**config.mk**
```make
export PLATFORM = sky130hd
export DESIGN_NAME = mem_arbiter2_flat
export DESIGN_NICKNAME = d
export VERILOG_FILES = /design/src/rtl/bus_pkg.sv /design/src/rtl/mem_arbiter2_if.sv /design/src/rtl/bus_timeout.sv /design/src/rtl/mem_arbiter2.sv /design/src/flat_wrapper.sv
export SDC_FILE = /design/constraint.sdc
export NUM_CORES = 1
export LEC_CHECK = 0
export BUFFER_PORTS_ARGS = -buffer_cell sky130_fd_sc_hd__buf_4
export CAP_MARGIN = 10
export CORE_AREA = 8 8 114 116
export CTS_CLUSTER_DIAMETER = 100
export DETAILED_ROUTE_END_ITERATION = 10
export DIE_AREA = 0 0 122 124
export PLACE_DENSITY = 0.65
export SKIP_CTS_REPAIR_TIMING = 1
export SLEW_MARGIN = 20
export SYNTH_ARGS = -nofsm -noshare
export SYNTH_HDL_FRONTEND = slang
export SYNTH_HIERARCHICAL = 1
export SYNTH_SLANG_ARGS = --single-unit
```
**constraint.sdc**
```tcl
create_clock -name clk -period 4.93 [get_ports clk]
set_input_delay 0.2465 -clock clk [delete_from_list [all_inputs] [get_ports clk]]
set_output_delay 0.2465 -clock clk [all_outputs]
set_load 0.03 [all_outputs]
```
**src/rtl/bus_pkg.sv**
```systemverilog
// bus_pkg: shared definitions for the native memory bus (valid/ready/addr/
// wdata/wstrb/rdata) and the arbiters sitting on it.
//   BUS_AW/BUS_DW/BUS_SW : address, data and strobe widths
//   ERR_DATA_DEF         : read word returned when a transaction times out
//   arb_state_e          : arbiter state encoding
package bus_pkg;

  localparam int BUS_AW = 32;
  localparam int BUS_DW = 32;
  localparam int BUS_SW = 4;

  localparam logic [BUS_DW-1:0] ERR_DATA_DEF = 32'hDEAD_BEEF;

  typedef enum logic {
    ARB_IDLE = 1'b0,
    ARB_BUSY = 1'b1
  } arb_state_e;

endpackage

```
**src/rtl/mem_arbiter2_if.sv**
```systemverilog
// mem_arbiter2_if: one native memory bus link.
//   valid/addr/wdata/wstrb : request, driven by the requester (wstrb==0 is a read)
//   ready/rdata            : response, driven by the responder
// modport master : the side that issues requests
// modport slave  : the side that answers them
interface mem_arbiter2_if;
  import bus_pkg::*;

  logic              valid;
  logic [BUS_AW-1:0] addr;
  logic [BUS_DW-1:0] wdata;
  logic [BUS_SW-1:0] wstrb;
  logic              ready;
  logic [BUS_DW-1:0] rdata;

  modport master (output valid, addr, wdata, wstrb, input ready, rdata);
  modport slave  (input valid, addr, wdata, wstrb, output ready, rdata);

endinterface

```
**src/rtl/bus_timeout.sv**
```systemverilog
// bus_timeout: stall counter for a granted bus transaction.
//   clk, rst_n : clock, synchronous active-low reset
//   clr_i      : hold the counter at zero (asserted while no grant is active)
//   en_i       : count this cycle (granted request outstanding, no ready)
//   expire_o   : high in the TIMEOUT-th counted cycle; combinational from en_i
// TIMEOUT==0 removes the counter and ties expire_o low.
module bus_timeout #(
  parameter int TIMEOUT = 16
) (
  input  logic clk,
  input  logic rst_n,
  input  logic clr_i,
  input  logic en_i,
  output logic expire_o
);

  if (TIMEOUT == 0) begin : g_off
    assign expire_o = 1'b0;
  end else begin : g_on
    localparam int CW = $clog2(TIMEOUT + 1);

    logic [CW-1:0] cnt_q, cnt_d;

    // Saturate at TIMEOUT so a long stall can never wrap back into range.
    always_comb begin
      cnt_d = cnt_q;
      if (clr_i)                                cnt_d = '0;
      else if (en_i && (cnt_q != CW'(TIMEOUT))) cnt_d = cnt_q + CW'(1);
    end

    always_ff @(posedge clk) begin
      if (!rst_n) cnt_q <= '0;
      else        cnt_q <= cnt_d;
    end

    // cnt_q holds the number of stalled cycles already seen, so the
    // TIMEOUT-th stalled cycle is the one where it reads TIMEOUT-1.
    assign expire_o = en_i && (cnt_q == CW'(TIMEOUT - 1));
  end

endmodule

```
**src/rtl/mem_arbiter2.sv**
```systemverilog
// mem_arbiter2: two-master, one-slave round-robin arbiter for the peripheral
// region. The grant is held until the slave completes; a hung slave is cut
// off after TIMEOUT stalled cycles with ERR_DATA and a timeout_err pulse.
//   clk, rst_n  : clock, synchronous active-low reset
//   m0 (slave)  : master 0 (CPU) link
//   m1 (slave)  : master 1 (debug/DMA) link
//   s  (master) : link to the peripheral slave
//   timeout_err : one-cycle pulse on a forced completion
module mem_arbiter2
  import bus_pkg::*;
#(
  parameter int                TIMEOUT  = 16,
  parameter logic [BUS_DW-1:0] ERR_DATA = ERR_DATA_DEF
) (
  input  logic           clk,
  input  logic           rst_n,
  mem_arbiter2_if.slave  m0,
  mem_arbiter2_if.slave  m1,
  mem_arbiter2_if.master s,
  output logic           timeout_err
);

  arb_state_e state_q, state_d;
  logic       grant_q, grant_d;   // 0 = m0, 1 = m1
  logic       last_q,  last_d;    // master served by the last completion

  logic busy;
  logic gnt_valid;
  logic expire;

  assign busy      = (state_q == ARB_BUSY);
  assign gnt_valid = busy && (grant_q ? m1.valid : m0.valid);

  // Only a live, stalled request ages; a valid drop ends BUSY on its own.
  bus_timeout #(.TIMEOUT(TIMEOUT)) u_tmo (
    .clk      (clk),
    .rst_n    (rst_n),
    .clr_i    (!busy),
    .en_i     (gnt_valid && !s.ready),
    .expire_o (expire)
  );

  always_ff @(posedge clk) begin
    if (!rst_n) begin
      state_q <= ARB_IDLE;
      grant_q <= 1'b0;
      last_q  <= 1'b1;    // m0 wins the first tie
    end else begin
      state_q <= state_d;
      grant_q <= grant_d;
      last_q  <= last_d;
    end
  end

  always_comb begin
    state_d     = state_q;
    grant_d     = grant_q;
    last_d      = last_q;
    s.valid     = 1'b0;
    s.addr      = '0;
    s.wdata     = '0;
    s.wstrb     = '0;
    m0.ready    = 1'b0;
    m1.ready    = 1'b0;
    m0.rdata    = s.rdata;
    m1.rdata    = s.rdata;
    timeout_err = 1'b0;

    case (state_q)
      ARB_IDLE: begin
        // s.ready is deliberately ignored here: it may be a late response
        // to a transaction that already timed out.
        if (m0.valid || m1.valid) begin
          state_d = ARB_BUSY;
          grant_d = (m0.valid && m1.valid) ? ~last_q : m1.valid;
        end
      end
      ARB_BUSY: begin
        if (!gnt_valid) begin
          // Protocol abort: release without a ready and keep the history.
          state_d = ARB_IDLE;
        end else begin
          s.valid = !expire;
          s.addr  = grant_q ? m1.addr  : m0.addr;
          s.wdata = grant_q ? m1.wdata : m0.wdata;
          s.wstrb = grant_q ? m1.wstrb : m0.wstrb;
          // expire already excludes s.ready, so a real response wins the race.
          if (s.ready || expire) begin
            state_d = ARB_IDLE;
            last_d  = grant_q;
            if (grant_q) m1.ready = 1'b1;
            else         m0.ready = 1'b1;
          end
          if (expire) begin
            timeout_err = 1'b1;
            if (grant_q) m1.rdata = ERR_DATA;
            else         m0.rdata = ERR_DATA;
          end
        end
      end
    endcase
  end

endmodule

```
**src/flat_wrapper.sv**
```systemverilog
// flat-port wrapper written by rule: the top's interface ports become plain ports
module mem_arbiter2_flat import bus_pkg::*;
#(
  parameter int                TIMEOUT  = 16,
  parameter logic [BUS_DW-1:0] ERR_DATA = ERR_DATA_DEF
)
  (clk, rst_n, timeout_err, m0_valid, m0_addr, m0_wdata, m0_wstrb, m0_ready, m0_rdata, m1_valid, m1_addr, m1_wdata, m1_wstrb, m1_ready, m1_rdata, s_valid, s_addr, s_wdata, s_wstrb, s_ready, s_rdata);
  mem_arbiter2_if m0_i ();
  mem_arbiter2_if m1_i ();
  mem_arbiter2_if s_i ();
  input  logic clk;
  input  logic rst_n;
  output logic timeout_err;
  input wire logic [$bits(m0_i.valid)-1:0] m0_valid;
  input wire logic [$bits(m0_i.addr)-1:0] m0_addr;
  input wire logic [$bits(m0_i.wdata)-1:0] m0_wdata;
  input wire logic [$bits(m0_i.wstrb)-1:0] m0_wstrb;
  output wire logic [$bits(m0_i.ready)-1:0] m0_ready;
  output wire logic [$bits(m0_i.rdata)-1:0] m0_rdata;
  input wire logic [$bits(m1_i.valid)-1:0] m1_valid;
  input wire logic [$bits(m1_i.addr)-1:0] m1_addr;
  input wire logic [$bits(m1_i.wdata)-1:0] m1_wdata;
  input wire logic [$bits(m1_i.wstrb)-1:0] m1_wstrb;
  output wire logic [$bits(m1_i.ready)-1:0] m1_ready;
  output wire logic [$bits(m1_i.rdata)-1:0] m1_rdata;
  output wire logic [$bits(s_i.valid)-1:0] s_valid;
  output wire logic [$bits(s_i.addr)-1:0] s_addr;
  output wire logic [$bits(s_i.wdata)-1:0] s_wdata;
  output wire logic [$bits(s_i.wstrb)-1:0] s_wstrb;
  input wire logic [$bits(s_i.ready)-1:0] s_ready;
  input wire logic [$bits(s_i.rdata)-1:0] s_rdata;
  assign m0_i.valid = m0_valid;
  assign m0_i.addr = m0_addr;
  assign m0_i.wdata = m0_wdata;
  assign m0_i.wstrb = m0_wstrb;
  assign m0_ready = m0_i.ready;
  assign m0_rdata = m0_i.rdata;
  assign m1_i.valid = m1_valid;
  assign m1_i.addr = m1_addr;
  assign m1_i.wdata = m1_wdata;
  assign m1_i.wstrb = m1_wstrb;
  assign m1_ready = m1_i.ready;
  assign m1_rdata = m1_i.rdata;
  assign s_valid = s_i.valid;
  assign s_addr = s_i.addr;
  assign s_wdata = s_i.wdata;
  assign s_wstrb = s_i.wstrb;
  assign s_i.ready = s_ready;
  assign s_i.rdata = s_rdata;
  mem_arbiter2 #(.TIMEOUT(TIMEOUT), .ERR_DATA(ERR_DATA)) u_core (.clk(clk), .rst_n(rst_n), .m0(m0_i), .m1(m1_i), .s(s_i), .timeout_err(timeout_err));
endmodule
```
# After elaboration in Yosys (flattened, before gate mapping)
# Cells that the tools add are included.
# totals
word_cells	57
latchBits	0
ram_bits	0
ff_bits	8
mem_count	0
input_bits	173
romBits	0
# op_classes
order_cmp	0
shifts	0
div_mod_pow	0
n_reduce_logical	12
n_mul	0
eq_ne	2
muxes	36
add_sub_neg	1
n_bitwise	2
# op_table
operator	count
2-to-1 mux 32 bit	14
2-to-1 mux 1 bit	18
2-to-1 mux 4 bit	3
adder 5 x 1 -> 5 bit, second input constant	1
== test 5 x 4 -> 1 bit, second input constant	1
logical AND 1 bit	5
!= test 5 bit, second input constant	1
AND reduction 2 bit	2
AND reduction 3 bit	1
logical NOT 1 bit	2
logical OR 1 bit	2
inverter 1 bit	2
case mux 1 bit (2 select lines)	1

# Depth between registers and ports, before layout
# logic_depth
ltp_word	8
ltp_mapped	9
ltp_nobuf	7

# Modules after synthesis
# The synthesis kept the hierarchy.
# by_module_without_submodules
mod	area_per_inst_um2	n_inst	cells_each	seq_area_each_um2
mem_arbiter2	1727.9	1	251	60.1
bus_timeout	306.5	1	33	100.1

# Least setup slack after synthesis
# No wires, ideal clock.
# synth_path
kind	reg2out
startpoint	reg u_core.grant_q
endpoint	out m0_ready
slack_ns	2.576
path_stages_with_launch	9
n_path_buf	2
arrival_ns	2.108
cell_sequence	dfxtp_1 and2_4 o21ai_4 buf_6 nor2_1 buf_2 and2_1 o21ai_0 nor3_1
# synth_between
elab_chain_cells	8
elab_cells_between_ends	9
# synth_rtl
item	line_no	rtl
start, declared	mem_arbiter2.sv:24	logic grant_q, grant_d;
start signal, assigned	mem_arbiter2.sv:50	grant_q <= grant_d;
2-to-1 mux 1 bit	mem_arbiter2.sv:32	assign gnt_valid = busy && (grant_q ? m1.valid : m0.valid);
logical AND 1 bit	mem_arbiter2.sv:32	
logical AND 1 bit	mem_arbiter2.sv:39	.en_i (gnt_valid && !s.ready),
logical AND 1 bit	bus_timeout.sv:38	assign expire_o = en_i && (cnt_q == CW'(TIMEOUT - 1));
net u_core.expire	mem_arbiter2.sv:29	logic expire;
logical OR 1 bit	mem_arbiter2.sv:88	if (s.ready || expire) begin
2-to-1 mux 1 bit	mem_arbiter2.sv:88	
2-to-1 mux 1 bit	mem_arbiter2.sv:79	if (!gnt_valid) begin
2-to-1 mux 1 bit	mem_arbiter2.sv:69	case (state_q)
end, declared	flat_wrapper.sv:18	output wire logic [$bits(m0_i.ready)-1:0] m0_ready;
# The timed path passes the listed nets, and every way through them passes these cells.

# Final worst setup path
# layout_path
startpoint	reg u_core.grant_q
endpoint	out m1_rdata[17]
# layout_between
elab_chain_cells	7
elab_cells_between_ends	8
# layout_rtl
item	line_no	rtl
2-to-1 mux 1 bit	mem_arbiter2.sv:32	
logical AND 1 bit	mem_arbiter2.sv:32	
logical AND 1 bit	mem_arbiter2.sv:39	
logical AND 1 bit	bus_timeout.sv:38	
net u_core.expire	mem_arbiter2.sv:29	
2-to-1 mux 32 bit	mem_arbiter2.sv:94	if (expire) begin
2-to-1 mux 32 bit	mem_arbiter2.sv:79	
2-to-1 mux 32 bit	mem_arbiter2.sv:69	
end, declared	flat_wrapper.sv:25	output wire logic [$bits(m1_i.rdata)-1:0] m1_rdata;
# The timed path passes the listed nets, and every way through them passes these cells.

==> results.md <==
- Routed vias: just over 3000
- Leak pwr: around 2.3 nW
- Yosys top cell area share: 0.335
- Most frequent CP cell: and2_1
- Critical Path, Cell by Cell: and2_4 -> o21ai_4 -> nor2_1 -> and2_1 -> nand3_2 -> and2_1 -> buf_4
- RSZ-0062 raised after global routing: no
- Core area: 11200 sq um
- 1st-pass router iterations: 4
- CTS buffer count: 3
- Fill cells: about 1200
- Placer Congestion: between 0.8 and 0.9
- Hold path cells: 2
- Fin. max-slew vios: 0
- Skew final: ~0.0042 ns
- Hold crit path type: in2reg
- Critical Path RT: 4.68 ns
- WP data arrival: 2.84 ns
- Synth unique cells: 29
- Gr usage total: 0.138
- Num rows: 39
- FF-to-FF Start: u_core/grant_q
- Cells after Synth: between 200 and 300
- Critical setup path kind: reg2out
- Worst R2R End: u_core/last_q
- Tightest Pin Transition: 1.02 ns
- Fin nets: 753
- PwrDens: about 140 nW/um^2
- Die ar.: 15100 sq um
- Average size of a mapped cell: 7.16 sq um
- First-pass GRT wire length: between 15000 and 20000 um
- Crit start category: register
- Number of vias per cell: approximately 4.2
- Routed WL: approximately 12000 um
- Reg clk slew, reported paths: approximately 0.04 ns
- Die H: 124 um
- DRC: 0
- Yosys warns: 6
- Post-synth EDFFs: 0
- Slew HR: 0.319
- Max incr delay on CP: between 0.5 and 0.6 ns
- H-tree Lvls: 1
- Initial antenna violation count: 0
- Critical-path top delay cell: nand3_2
- Commonest non-fill, non-tap cells in the layout: 310 x buf_4, 74 x nor2_1, 68 x mux2i_1
- ANT cells: 0
- Hold endpoint: u_core/last_q
- Most common library cell in the layout ignoring fill and taps: buf_4
- Final TNS setup: 0 ns
- Post-synth top area cell: mux2i_1
- Peak Freq: 0.324 GHz
- Syn-to-layout area delta: 119%
- Final setup fails: 0
- Largest net degree at the start of global routing: 71
- Tcrit/Tclk final: 0.626
- Clock sinks: 8
- FF-to-FF setup slack: roughly 2.8 ns
- Vias in the first global route: approximately 3000
- Register area: about 160 sq um
- IO buf count: a little over 300
- #FFs+latches synth: 8
- Main flop type after synthesis: dfxtp_1
- Worst-Skew Late Latency: about 0.23 ns
- DR iter-0 viols: between 100 and 150
- Synth top area cells: mux2i_1 33%, nand2b_1 15%, nor2_1 14%
- Final hold vios: 0
- Share of cells above drive strength 1: 0.559
- WL/cell: roughly 17 um
- Chip width: around 120 um
- I/O Pins: slightly above 300
- Grt total ovfl: 0
- Clock buffer depth: 2
- Initial Utilization: 0.182
- Area taken by multi-input logic gates: between 1500 and 2000 sq um
- Syn Nets: between 400 and 500
- Synth async-reset ratio: 0
- Hold path start: rst_n
- Clk root buf: clkbuf_16
- Status: complete, no violations
- Peak supply drop: ~0.00014 V
- Hpwl dp: between 10000 and 15000 um
- CTS tree: built
- Reg2reg path depth: 7
- Critical Path End Type: output pin
- Layout Utilization: 0.398
- Max Cap Violations: 0
- Crit path max fanout: 32
- Seq/Total Area, Yosys: 0.0787
- Final Critical Period: ~3.1 ns
- Post-route antenna net violation count: 0
- Mapped cell area: between 2000 and 2500 sq um
==> layout make-up <==
| type | count | area share |
|---|---|---|
| clock buffer | 4 | 0.0177 |
| tap | 143 | 0.0402 |
| timing repair buffer | 310 | 0.523 |
| inverter | 7 | 0.00591 |
| multi-input combinational | 247 | 0.376 |
| sequential | 8 | 0.0368 |
==> worst max path at each step <==
stage                    from  slack [ns]            to
5_1_grt        u_core/grant_q        1.60   m1_rdata[4]
4_1_cts        u_core/grant_q        1.84  m1_rdata[20]
3_3_place_gp   u_core/grant_q        2.23  m0_rdata[29]
6_report       u_core/grant_q        1.84  m1_rdata[17]
3_5_place_dp   u_core/grant_q        2.09  m1_rdata[20]
2_1_floorplan  u_core/grant_q        2.58      m0_ready
==> state kept, by name, summed over array words and instances, names as in the netlist <==
| signal | count |
|---|---|
| u_core/u_tmo/g_on.cnt_q | 5 |
| u_core/busy | 1 |
| u_core/grant_q | 1 |
| u_core/last_q | 1 |
==> cells by family (layout without fill, tap and decap cells) <==
kind of cell / count (synthesis) / after routing / synth area share
AOI/OAI and AO/OA: 14 / 14 / 0.0473
and+or+nand+nor: 161 / 161 / 0.418
adders and majority gates: 3 / 3 / 0.0185
xor gates and xnor gates: 1 / 1 / 0.00431
DFF: 8 / 8 / 0.0787
buffers and inverters: 29 / 321 / 0.0984
muxes: 68 / 68 / 0.335
==> where the power goes <==
group	switching [mW]	internal, mW	leakage [nW]	total [mW]
Clock	0.0331	0.108	0.0382	0.141
Combinational	0.218	0.205	2.15	0.422
Sequential	0.00491	0.0668	0.0657	0.0717
==> critical path: cells and delay by family, from the launching register on <==
family / cells / cell delay (ns)
simple gates: 5 / 1.90
flops: 1 / 0.46
buf+inv: 1 / 0.17
compound gates: 1 / 0.06
==> routing by layer <==
metal / up-vias / part of all wire / global-route usage
met2: 136 / 0.54 / 0.259
met1: 1364 / 0.38 / 0.157
met4: 0 / 0.0072 / 0.0224
li1: 1520 / - / -
met5: - / 0 / 0
met3: 7 / 0.081 / 0.0308
==> synthesized netlist by cell type, types with 2 or more instances <==
cell type / count
nand2_1: 5
nand3_2: 2
nand4b_1: 2
o21ai_0: 6
nor2_1: 74
and2_1: 17
nand3_1: 3
dfxtp_1: 8
ha_1: 3
a21oi_1: 3
buf_6: 7
buf_2: 7
mux2i_1: 68
nor3_1: 2
a21boi_0: 2
buf_4: 8
nand2b_1: 49
inv_1: 7
==> per-stage QoR <==
step	power [mW]	hold WS (ns)	setup slack [ns]	area [sq um]	instances
final	0.635	0.249	1.84	4450	719
after CTS	0.644	0.246	1.84	4450	719
after floorplan	0.296	0.345	2.58	2030	284
after detailed placement	0.498	0.489	2.09	4370	715
after global routing	0.668	0.274	1.60	4450	719
after global placement	0.493	0.492	2.23	4370	715
(Power assumes the default switching activity.)
